`config.mk`:
```
export PLATFORM = sky130hd
export DESIGN_NAME = readout_slot_mux
export DESIGN_NICKNAME = d
export VERILOG_FILES = /design/src/rtl/ro_pkg.sv /design/src/rtl/ro_slot_gen.sv /design/src/rtl/readout_slot_mux.sv
export SDC_FILE = /design/constraint.sdc
export NUM_CORES = 1
export LEC_CHECK = 0
export ABC_AREA = 1
export BUFFER_PORTS_ARGS = -buffer_cell sky130_fd_sc_hd__buf_4
export CORE_ASPECT_RATIO = 0.6
export CORE_UTILIZATION = 25
export CTS_BUF_LIST = sky130_fd_sc_hd__clkbuf_2 sky130_fd_sc_hd__clkbuf_4 sky130_fd_sc_hd__clkbuf_8
export CTS_CLUSTER_DIAMETER = 100
export DETAILED_ROUTE_END_ITERATION = 10
export PLACE_DENSITY_LB_ADDON = 0.25
export SYNTH_ARGS = -nofsm -noshare
export SYNTH_HDL_FRONTEND = slang
export SYNTH_SLANG_ARGS = --single-unit
```
`constraint.sdc`:
```
create_clock -name clk -period 2.5 [get_ports clk]
set_input_delay 0 -clock clk [delete_from_list [all_inputs] [get_ports clk]]
set_output_delay 0 -clock clk [all_outputs]
set_load 0.02 [all_outputs]
```
`src/rtl/ro_pkg.sv`:
```
// ro_pkg: shared defaults and width helper for the readout slot mux
package ro_pkg;
  localparam int DEF_NUM_CH = 8;
  localparam int DEF_CNT_W = 17;
  function automatic int clog2(input int v);
    int r;
    r = 0;
    while ((1 << r) < v) r++;
    return (r < 1) ? 1 : r;
  endfunction
endpackage

```
`src/rtl/ro_slot_gen.sv`:
```
// ro_slot_gen: binary/gray slot counter with lowest-zero slot index detector
module ro_slot_gen
  import ro_pkg::*;
#(
  parameter int CNT_W = DEF_CNT_W,
  localparam int CH_W = clog2(CNT_W)
) (
  input  logic             clk,
  input  logic             rstb,
  input  logic             en,
  output logic [CNT_W-1:0] gray_count,
  output logic [CH_W-1:0]  s,
  output logic             adv
);
  logic [CNT_W-1:0] b;
  logic [CNT_W-1:0] b_nxt;
  assign b_nxt = b + CNT_W'(1);
  assign adv = en;
  // slot is the lowest zero bit of the current count; all-ones wraps to the top slot
  always_comb begin
    s = CH_W'(CNT_W - 1);
    for (int i = CNT_W - 1; i >= 0; i--) if (!b[i]) s = CH_W'(i);
  end
  // advance the count and publish its gray code on enabled edges
  always_ff @(posedge clk or negedge rstb) begin
    if (!rstb) begin
      b <= '0;
      gray_count <= '0;
    end else if (en) begin
      b <= b_nxt;
      gray_count <= b_nxt ^ (b_nxt >> 1);
    end
  end
endmodule

```
`src/rtl/readout_slot_mux.sv`:
```
// readout_slot_mux: time-slot multiplexer of per-channel comparator events
module readout_slot_mux
  import ro_pkg::*;
#(
  parameter int NUM_CH = DEF_NUM_CH,
  parameter int CNT_W = DEF_CNT_W,
  parameter bit STICKY = 1'b1,
  localparam int CH_W = clog2(CNT_W)
) (
  input  logic              clk,
  input  logic              rstb,
  input  logic              en,
  input  logic [NUM_CH-1:0] ch_en,
  input  logic [NUM_CH-1:0] in_pol,
  input  logic [NUM_CH-1:0] in_pol_eve,
  output logic [CNT_W-1:0]  gray_count,
  output logic              out_valid,
  output logic [CH_W-1:0]   out_ch,
  output logic              out_pol,
  output logic              out_pol_eve,
  output logic              ovf
);
  logic [CH_W-1:0] s;
  logic adv;
  logic valid;
  logic ovf_set;
  logic [NUM_CH-1:0] ev_pol;
  logic [NUM_CH-1:0] ev_eve;
  logic [NUM_CH-1:0] slot_hit;
  logic [NUM_CH-1:0] clr;
  logic [CNT_W-1:0] en_x;
  logic [CNT_W-1:0] pol_x;
  logic [CNT_W-1:0] eve_x;
  logic [CNT_W-1:0] ev_pol_x;
  logic [CNT_W-1:0] ev_eve_x;
  ro_slot_gen #(.CNT_W(CNT_W)) u_gen (
    .clk(clk),
    .rstb(rstb),
    .en(en),
    .gray_count(gray_count),
    .s(s),
    .adv(adv)
  );
  for (genvar k = 0; k < NUM_CH; k++) begin : g_hit
    assign slot_hit[k] = adv && (s == CH_W'(k));
  end
  assign clr = slot_hit & ch_en;
  assign en_x = CNT_W'(ch_en);
  assign pol_x = CNT_W'(in_pol);
  assign eve_x = CNT_W'(in_pol_eve);
  assign ev_pol_x = CNT_W'(ev_pol);
  assign ev_eve_x = CNT_W'(ev_eve);
  assign valid = adv && en_x[s];
  assign ovf_set = |(((in_pol & ev_pol) | (in_pol_eve & ev_eve)) & ~slot_hit);
  if (STICKY) begin : g_sticky
    // latch enabled events until their channel's reported slot consumes them
    always_ff @(posedge clk or negedge rstb) begin
      if (!rstb) begin
        ev_pol <= '0;
        ev_eve <= '0;
      end else begin
        ev_pol <= (ev_pol | (in_pol & ch_en)) & ~clr;
        ev_eve <= (ev_eve | (in_pol_eve & ch_en)) & ~clr;
      end
    end
  end else begin : g_live
    assign ev_pol = '0;
    assign ev_eve = '0;
  end
  // register the selected channel's data and the sticky overrun flag
  always_ff @(posedge clk or negedge rstb) begin
    if (!rstb) begin
      out_valid <= 1'b0;
      out_ch <= '0;
      out_pol <= 1'b0;
      out_pol_eve <= 1'b0;
      ovf <= 1'b0;
    end else begin
      out_valid <= valid;
      out_pol <= valid && (pol_x[s] || ev_pol_x[s]);
      out_pol_eve <= valid && (eve_x[s] || ev_eve_x[s]);
      if (adv) out_ch <= s;
      ovf <= ovf || ovf_set;
    end
  end
endmodule

```
==> run_results.csv <==
group,metric,value,unit
outcome,status,"complete, no violations",
timing,rsz0062_at_grt,"false",
timing,skew,0.00686,ns
yosys,ys_types,38,
die,initial_utilization,25.7,%
critical_path,crit_buf_inv,1,
yosys,syn_nets,508,
yosys,yosys-top-cells-area,"dfrtp_1 (41%), inv_1 (9.6%), nand2_1 (9.4%)",
timing,tns,0,ns
critical_path,crit_path_start_kind,"register",
yosys,syn_area,0.00351,mm2
yosys,yosysSeqAreaShare,41.4,%
power,internal_power,2.16,mW
timing,finalSetupViolations,0,
detailed_routing,ant_nets,0,
detailed_routing,drc_errors,0,
power,seq_power_share,36.0,%
min_path,min_path_type,"input pin to register",
critical_path,cp_cell_sequence,"nand2_1 -> nand2_1 -> nand2_1 -> nand2_1 -> nand2_1 -> nand2_1 -> nand2_1 -> nand2_1 -> nand2_1 -> nand2_1 -> nand2_2 -> nand2_4 -> nand2_8 -> nand2_4 -> buf_4 -> nand4_1 -> nand3b_1 -> nand3_1 -> nand2_1 -> nor2_1",
critical_path,worst_path_dominant_cell_family,"simple AND/OR/NAND/NOR gates",
min_path,hold_depth,5,
layout,multi_input_area,0.00163,mm2
clock_tree,cts_max_level,3,
yosys,async_flop_share,100,%
global_routing,grt_use_total,15.0,%
die,dieHeight,93.8,um
global_routing,grt_overflow,0,
die,core-area,0.0137,mm2
yosys,synth_top_area_cell,"dfrtp_1",
critical_path,required,2.73,ns
yosys,synth_edf_count,0,
yosys,ys_warn_count,0,
power,sw_frac_of_total,40.6,%
die,die_x,155,um
placement,dp_slack,0.257,ns
yosys,ys.flop_type,"dfrtp_1",
timing,worst_slack,0.215,ns
clock_tree,cts-root-buf,"clkbuf_8",
clock_tree,path_clk_slew,0.07,ns
placement,place_hpwl,7.74,mm
yosys,netlist_top_cells_count,"inv_1 (90), nand2_1 (88), dfrtp_1 (58), nand3_1 (44), nor2_1 (43)",
layout,fillers,1454,
global_routing,antenna_found_initial,0,
critical_path,slowest_stage,"dfrtp_1",
timing,relSlewSlack,48.9,%
critical_path,crit_type,"register to register",
layout,diodes,0,
global_routing,grt_pass1_vias,3107,
die,ioPinCount,53,
critical_path,crit_path_frequent_cell,"nand2_1",
detailed_routing,vias_per_cell,4.40,
power,p_sw,1.48,mW
layout,drive_above_1_share,19.4,%
clock_tree,cts.path.max_buffers,2,
global_routing,grt_max_degree,59,
power,cellLeakagePower,2.29,nW
yosys,synth_cells,480,
critical_path,cp_data_arrival_time,2.52,ns
timing,whs,0.0342,ns
timing,period_minus_slack,2.28,ns
clock_tree,cts_tree,"done",
detailed_routing,drt_first_pass_iters,5,
job,maxCapViolations,0,
clock_tree,clk_latency,0.35,ns
critical_path,crit_cells,20,
power,ir_worst_vdd,0.224,mV
timing,period_share,91.4,%
placement,place.gp.congestion,0.880,
yosys,synth.most_common_cell,"inv_1",
timing,worstMarginPinSlew,0.766,ns
critical_path,reg2reg_depth,20,
power,power_density,800,mW/mm2
die,row_count,33,
layout,areaGrowthSynthToFinish,29.8,%
layout,layout.nets,585,
detailed_routing,wl,10.1,mm
clock_tree,post-cts-setup-buffers,0,
critical_path,worstSetupEndpointType,"register",
detailed_routing,drtIter0Drc,240,
yosys,synth_top_area_share,41.4,%
critical_path,crit_fanout,11,
timing,finalMaxSlewViolations,0,
global_routing,grt_pass1_wl,16.5,mm
clock_tree,numCtsBuffers,9,
power,combinationalPowerShare,40.8,%
critical_path,slowest_delay,0.43,ns
clock_tree,clock_sinks,58,
detailed_routing,wl_per_cell,13.5,um
timing,finalHoldViolations,0,
power,p_clk_share,23.2,%
die,die_area,0.0145,mm2
layout,register_area,0.00145,mm2
placement,port_buffers,52,
detailed_routing,vias,3313,
timing,fmax,438,MHz
yosys,syn_avg_cell_area,7.31,um2
yosys,ys_ff_latch,58,
==> worst min-delay path, delay by kind of cell <==
kind	cells	cell delay, ns
AOI/OAI and AO/OA	1	0.08
and+or+nand+nor	1	0.06
buffers and inverters	3	0.22
==> final cells by class <==
| type | count | area share [%] |
|---|---|---|
| sequential | 58 | 31.9 |
| inverter | 99 | 8.16 |
| clock inverter | 2 | 0.220 |
| tap | 192 | 5.28 |
| clock buffer | 13 | 3.93 |
| timing repair buffer | 82 | 14.8 |
| multi-input combinational | 307 | 35.8 |
==> routing by layer <==
layer	vias up	wire (um)	track usage, %
li1	1692	-	-
met3	5	820	4.15
met5	-	0	0
met4	0	53	4.29
met2	102	3640	18.7
met1	1514	5630	23.7
==> power groups by stage <==
stage	Clock (mW)	Combinational [mW]	Sequential (mW)
4_1_cts	0.880	1.44	1.31
3_5_place_dp	0	1.39	1.33
3_3_place_gp	0	1.38	1.33
5_1_grt	0.922	1.64	1.34
2_1_floorplan	0	0.806	1.44
6_report	0.845	1.48	1.31
==> sequential cells by signal, summed over array words and instances, names as in the netlist <==
| signal | count |
|---|---|
| u_gen.b | 16 |
| u_gen.gray_count | 17 |
| out_valid | 1 |
| out_pol | 1 |
| ovf | 1 |
| ev_pol | 8 |
| out_ch | 5 |
| out_pol_eve | 1 |
| ev_eve | 8 |
==> cells by family after synthesis <==
kind of cell,synth area share [%]
compound gates,12.6
flops,41.4
buf+inv,13.1
simple gates,30.3
xor+xnor,2.21
fa+ha+maj,0.357
==> layout by cell type, fill, tap and decap left out, types with 7 or more instances in the layout <==
cell / n
a21oi_1: 13
clkbuf_8: 13
o21ai_0: 34
inv_1: 90
dfrtp_1: 58
dlygate4sd3_1: 23
inv_2: 9
o21ai_1: 7
nand4_1: 17
buf_4: 59
nor2_1: 43
nand2_1: 88
nand3_1: 44
o22ai_1: 8
==> worst paths after layout <==
kind,from,to,slack [ns]
worst max-delay path,u_gen.b[14],out_pol_eve,0.22
worst min-delay path,in_pol_eve[2],ev_eve[2],0.03
worst max register to register,u_gen.b[14],out_pol_eve,0.22
worst min register to register,u_gen.gray_count[9],u_gen.gray_count[9],0.50
max in group asynchronous,rstb,u_gen.b[5],1.72
min in group asynchronous,rstb,ev_eve[6],0.28
==> per-stage QoR <==
stage / power, mW / utilization [%] / cells / area [um2]
after floorplan: 2.25 / - / 480 / 3510
after detailed placement: 2.71 / 30.0 / 715 / 4100
after global routing: 3.90 / 33.3 / 753 / 4550
after CTS: 3.63 / 33.1 / 753 / 4520
after global placement: 2.71 / 30.0 / 715 / 4100
final: 3.64 / 33.3 / 753 / 4550
==> timing repair <==
action | in CTS | in global routing
setup endpoints to repair | 0 | 3
hold buffers | 23 | 0
endpoints found under the hold margin | 76 | 0
gates resized for setup | 0 | 5
(Power assumes the default switching activity.)
